==> config.mk <==
export PLATFORM = sky130hd
export DESIGN_NAME = logic_writeback
export DESIGN_NICKNAME = d
export VERILOG_FILES = /design/src/rtl/logic_writeback.sv
export SDC_FILE = /design/constraint.sdc
export NUM_CORES = 1
export LEC_CHECK = 0
export ABC_AREA = 0
export CORE_MARGIN = 10
export CORE_UTILIZATION = 52
export DETAILED_ROUTE_END_ITERATION = 10
export PLACE_DENSITY = 0.87
export SLEW_MARGIN = 20
export SYNTH_ARGS = -nofsm -noshare
export SYNTH_HDL_FRONTEND = slang
export SYNTH_SLANG_ARGS = --single-unit
==> constraint.sdc <==
create_clock -name clk -period 2.52 [get_ports clk]
set_clock_uncertainty 0.15 [all_clocks]
set_input_delay 0.504 -clock clk [delete_from_list [all_inputs] [get_ports clk]]
set_output_delay 0.504 -clock clk [all_outputs]
set_load 0.05 [all_outputs]
==> src/rtl/logic_writeback.sv <==
// logic_writeback: 2-entry result queue from the logic stage into the
// register-file write port, with Z/N/P flag update and a stall counter.
//
// Ports:
//   clk, rst_n     clock, async active-low reset
//   in_valid       logic-stage result present
//   in_data[7:0]   result data
//   in_dest[2:0]   destination register
//   in_setflags    result updates flags on write-back
//   in_ready       queue can accept this cycle (registered count only)
//   wb_ready       register-file write port free
//   wb_en          write strobe, one cycle per entry
//   wb_addr[2:0]   write index
//   wb_data[7:0]   write data
//   flag_z/n/p     zero, negative, odd-parity flags
//   stall_clr      synchronous clear of stall_cnt
//   stall_cnt[7:0] saturating count of write-back stall cycles

module logic_writeback (
  input  logic       clk,
  input  logic       rst_n,
  input  logic       in_valid,
  input  logic [7:0] in_data,
  input  logic [2:0] in_dest,
  input  logic       in_setflags,
  output logic       in_ready,
  input  logic       wb_ready,
  output logic       wb_en,
  output logic [2:0] wb_addr,
  output logic [7:0] wb_data,
  output logic       flag_z,
  output logic       flag_n,
  output logic       flag_p,
  input  logic       stall_clr,
  output logic [7:0] stall_cnt
);

  typedef struct packed {
    logic [7:0] data;
    logic [2:0] dest;
    logic       setflags;
  } entry_t;

  entry_t     mem [2];
  logic [1:0] count;
  logic       wptr;
  logic       rptr;

  logic       push;
  logic       pop;
  logic       stall;
  entry_t     head;
  entry_t     inEntry;

  // Ready depends on registered count only, so no
  // combinational path from in_valid or wb_ready.
  assign in_ready = (count != 2'd2);

  assign push  = in_valid && in_ready;
  assign pop   = (count != 2'd0) && wb_ready;
  assign stall = (count != 2'd0) && !wb_ready;
  assign head  = mem[rptr];

  assign inEntry = '{
    data:     in_data,
    dest:     in_dest,
    setflags: in_setflags
  };

  // Queue storage; head is read before this edge's write,
  // so a freshly pushed entry cannot bypass to the output.
  always_ff @(posedge clk or negedge rst_n) begin
    if (!rst_n) begin
      mem[0] <= '0;
      mem[1] <= '0;
    end else if (push) begin
      mem[wptr] <= inEntry;
    end
  end

  always_ff @(posedge clk or negedge rst_n) begin
    if (!rst_n) begin
      wptr <= 1'b0;
      rptr <= 1'b0;
    end else begin
      if (push) wptr <= ~wptr;
      if (pop)  rptr <= ~rptr;
    end
  end

  always_ff @(posedge clk or negedge rst_n) begin
    if (!rst_n) begin
      count <= 2'd0;
    end else begin
      unique case ({push, pop})
        2'b10:   count <= count + 2'd1;
        2'b01:   count <= count - 2'd1;
        default: count <= count;
      endcase
    end
  end

  // Write port: strobe only on pop, address/data hold otherwise.
  always_ff @(posedge clk or negedge rst_n) begin
    if (!rst_n) begin
      wb_en   <= 1'b0;
      wb_addr <= 3'd0;
      wb_data <= 8'd0;
    end else begin
      wb_en <= pop;
      if (pop) begin
        wb_addr <= head.dest;
        wb_data <= head.data;
      end
    end
  end

  always_ff @(posedge clk or negedge rst_n) begin
    if (!rst_n) begin
      flag_z <= 1'b0;
      flag_n <= 1'b0;
      flag_p <= 1'b0;
    end else if (pop && head.setflags) begin
      flag_z <= (head.data == 8'd0);
      flag_n <= head.data[7];
      flag_p <= ^head.data;
    end
  end

  always_ff @(posedge clk or negedge rst_n) begin
    if (!rst_n) begin
      stall_cnt <= 8'd0;
    end else begin
      unique case (1'b1)
        stall_clr:
          stall_cnt <= 8'd0;
        stall && (stall_cnt != 8'hFF):
          stall_cnt <= stall_cnt + 8'd1;
        default:
          stall_cnt <= stall_cnt;
      endcase
    end
  end

endmodule

-- Word level (Yosys, flattened, before mapping)
Index checks and enable logic that the tools add are counted.
- register bits: 51
- input port bits: 17
- output and inout port bits: 24
- word-level logic and storage cells: 50
- add/subtract/negate cells: 3
- order comparisons: 3
- eq/ne operators: 4
- muxes and demuxes: 8
- bitwise gates (word level): 4
- reductions and logical operators: 12
- operator list (operator ; number):
    $mux W12 ; 4
    $bwmux W24 ; 1
    $pmux W8 S2 ; 1
    $demux W12 S1 ; 1
    $add A8 B1 Y8 const B ; 1
    $logic_not A8 Y1 ; 1
    $ne A8 B8 Y1 const B ; 1
    $reduce_xor A8 Y1 ; 1
    $logic_and A1 B1 Y1 ; 6
    $reduce_bool A2 Y1 ; 3
    $ge A2 B2 Y1 const B ; 2
    $not A1 Y2 ; 2
    $pmux W2 S2 ; 1
    $add A2 B1 Y2 const B ; 1
    $eq A2 B1 Y1 const B ; 1
    $eq A2 B2 Y1 const B ; 1
    $lt A2 B1 Y1 const B ; 1
    $ne A2 B2 Y1 const B ; 1
    $not A1 Y1 ; 2
    $sub A2 B1 Y2 const B ; 1
    $logic_not A1 Y1 ; 1

-- Longest topological paths before layout
- word-level depth: 6
- depth in mapped cells: 7
- depth with buffers taken out: 6

-- Least setup slack after synthesis
OpenSTA, ideal clock, no wires.
- path type: reg2reg
- from: register stall_cnt[1]
- to: register stall_cnt[6]
- library setup time: 121 ps
- data arrival time: 1675 ps
- required time: 2249 ps
- path slack: 574 ps
- cell stages (with the launch flop): 6
- path buffers: 0
- clock period less this slack: 1946 ps
- cells stage by stage: dfrtp_1 > ha_1 > and3_2 > and3_1 > o22ai_1 > a22o_1
- longest elaborated chain between the ends: 3
- elaborated cells on any way between the ends: 5
- classes of those cells: 1 x add/sub; 1 x eq/ne; 1 x mux; 2 x reduce/logical
- RTL lines (what ; RTL line ; RTL):
    from (decl) ; 35 ; output logic [7:0] stall_cnt
    from (signal assigned) ; 138 ; stall_cnt <= stall_cnt + 8'd1;
    from (signal assigned) ; 140 ; stall_cnt <= stall_cnt;
    parallel branches: the longest is 3 deep, another holds $add A8 B1 Y8 ; n/a ;
Several ways; the timed one is not identified.
A chain may end at the register's enable or synchronous reset.

-- Worst setup path after layout
- from: register count[0]
- to: output port in_ready
- longest elaborated chain between the ends: 1
- RTL lines (what ; RTL line ; RTL):
    from (decl) ; 45 ; logic [1:0] count;
    from (signal assigned) ; 96 ; 2'b10: count <= count + 2'd1;
    from (signal assigned) ; 97 ; 2'b01: count <= count - 2'd1;
    from (signal assigned) ; 98 ; default: count <= count;
    $ne A2 B2 Y1 ; 57 ; assign in_ready = (count != 2'd2);
    to (decl) ; 26 ; output logic in_ready,
No other way between the ends.

==> impl_metrics.toml <==
[critical_path]
path_max_fanout = 5
crit_chain = "nand2b_4 > clkdlybuf4s50_1"
r2r_slack_ns = 0.57
slowest_stage = "clkdlybuf4s50_1"
critPathLaunchType = "flip-flop"
crit_type = "flip-flop to output port"
cp.required_ns = 1.87
critPathMaxStageDelay_ns = 0.80
endpoint_kind = "output port"
critPathTopFamily = "buffers and inverters"
cp_num_buf_inv = 1
critPathArrivalTime_ns = 1.76

[synth]
synth_seq_cells = 51
synth_compound_area_share_pct = 9.51
ys_top_cells_by_area = "dfrtp_1 55%, mux2_2 12%, mux2i_1 5.6%, ha_1 3.3%, o21ai_0 2.8%"
synth-edff-count = 0
synth-xor-area-share_pct = 3.04
synth_top_area_share_pct = 55.4
synthAdderAreaFrac_pct = 3.26
syn_area_um2 = 2300
synth_nets = 204
seq_area_frac_synth_pct = 55.4
synthArstFlopShare_pct = 100
ys_warn_count = 0
ys_top_cells_by_count = "51 x dfrtp_1, 25 x mux2_2, 13 x mux2i_1, 13 x nand2_1, 13 x o21ai_0"
yosys.area_share.simple_pct = 9.02
syn-instance-count = 181
syn_avg_cell_area_um2 = 12.7
ys_types = 35
synth_top_area_cell = "dfrtp_1"
ys.flop_type = "dfrtp_1"
synth_mux_area_share_pct = 17.9
yosysMostFrequentCell = "dfrtp_1"
synth_top_family_by_area = "multiplexers"

[clock_tree]
cts_hold_buf = 0
cts_root_buf = "clkbuf_8"
clk_pin_slew_ns = 0.08
cts_setup_buffers = 0
cts_resized = 0
clockBufferDepth = 2
numClockSinks = 51
clk_latency_ns = 0.29
cts_tree = "done"
numCtsBuffers = 5
h-tree-depth = 2

[drt]
remaining_drc_errors = 0
wl_per_cell_um = 15.7
post_drt_via_cell_ratio = 5.40
drt_wl_total_mm = 4.37
drtIter0Drc = 41
ant_nets = 0
first_pass_iters = 6
num_vias = 1500

[layout]
diodes = 0
ff_latch_area_um2 = 1280
syn_to_final_growth_pct = 23.6
nFillCells = 361
fin_nets = 248
multi_input_area_um2 = 983
drive_gt1_share_pct = 19.5

[run_status]
status = "finished clean"

[worst_hold_path]
hp-class = "input pin to async pin"

[power_and_ir_drop]
peakVddDrop_v = 0.000811
p_per_area_nw_per_um2 = 1360
finalPower_mw = 3.88
p_leak_nw = 1.26

[place]
gp_congestion = 0.812
io_buffers = 40
dp_slack_ns = 0.317
dp_hpwl_mm = 3.31

[sta]
final-setup-viol-count = 0
period_share_pct = 95.9
drv_slew = 0
fmaxAchievable_mhz = 414
rsz0062_at_grt = "no"
relSlewSlack_pct = 64.8
fin_crit_ns = 2.42
worst_slack_ns = 0.102
timing.hold.ws_ns = 0.00561
tightestPinTransition_ns = 0.527
fin_setup_tns_ns = 0
final_hold_viol_count = 0

[floorplanning]
fp.coreArea_um2 = 4320
io_pins = 41
start_util_pct = 53.3
dieWidth_um = 86.6
rows = 24
fp.dieArea_um2 = 7490
die_h_um = 86.6

[grt]
grt_max_degree = 33
grt_pass1_wl_mm = 7.57
globalRouteOverflowTotal = 0
grt_util_all_layers_pct = 12.5
grt_pass1_vias = 1584
antenna_found_initial = 0

[run]
maxCapViolations = 0
-- path summary, 6_finish.rpt --
check / to / from / cells past startpoint
worst max-delay path: in_ready / count[0] / 2
min in group clk: wb_data[7] / wb_data[7] / 2
max in group asynchronous: stall_cnt[1] / rst_n / 2
worst max register to register: flag_p / rptr / 6
worst min register to register: wb_data[7] / wb_data[7] / 2
worst min-delay path: count[0] / rst_n / 1
-- power breakdown --
group          internal, mW  switching (mW)  total (mW)
clock                 0.195           0.247       0.442
sequential             1.18           0.243        1.42
combinational         0.896            1.12        2.01
total                  2.27            1.61        3.88
-- routing by layer --
metal	track usage, %	up-vias	part of all wire [%]
li1	-	732	-
met4	4.27	0	1.1
met3	4.88	6	7.5
met1	15.2	723	43
met5	0	-	0
met2	19.7	39	48
-- final cells by class --
cell class / instances / area share [%]
tap: 52 / 2.28
inverter: 1 / 0.132
multi-input combinational: 122 / 34.5
sequential: 51 / 44.8
clock inverter: 1 / 0.176
clock buffer: 7 / 2.68
timing repair buffer: 44 / 15.4
-- flip-flops by register name, indices dropped and copies added, names as in the netlist --
register / flops
flag_n: 1
flag_z: 1
wptr: 1
wb_data: 8
flag_p: 1
mem: 24
stall_cnt: 8
wb_en: 1
rptr: 1
wb_addr: 3
count: 2
-- layout by cell type, fill, tap and decap left out, types with 2 or more instances in the layout --
| cell | n |
|---|---|
| o21ai_0 | 13 |
| clkdlybuf4s50_1 | 39 |
| ha_1 | 6 |
| nor3b_1 | 3 |
| nor2_1 | 8 |
| clkbuf_8 | 5 |
| o22ai_1 | 4 |
| mux2_2 | 25 |
| nand3_1 | 2 |
| nand2_1 | 13 |
| and3_1 | 3 |
| mux2i_1 | 13 |
| dfrtp_1 | 51 |
| a21o_1 | 2 |
| clkbuf_1 | 2 |
| a21oi_1 | 4 |
| xnor2_1 | 7 |
| a22o_1 | 3 |
| buf_4 | 3 |
-- logic make-up (layout without fill, tap and decap cells) --
group | count (synthesis) | count (layout)
flops | 51 | 51
mux | 38 | 38
simple gates | 38 | 38
compound gates | 32 | 32
xor+xnor | 8 | 8
buf+inv | 8 | 53
fa+ha+maj | 6 | 6
-- per-stage QoR --
step | cells | utilization [%] | cell area (um2)
finish | 278 | 65.9 | 2850
global route | 278 | 65.9 | 2850
CTS | 278 | 65.9 | 2850
detailed placement | 270 | 64.0 | 2770
global placement | 270 | 64.0 | 2770
floorplan | 181 | - | 2300
-- worst reg2reg max path, cell delays in order, from the launching register on --
cell,delay (ns)
dfrtp_1,0.44
buf_4,0.19
mux2i_1,0.34
ha_1,0.31
xnor2_1,0.17
xnor2_1,0.15
a21oi_1,0.09
No activity file was read; power rests on OpenSTA's default activity.
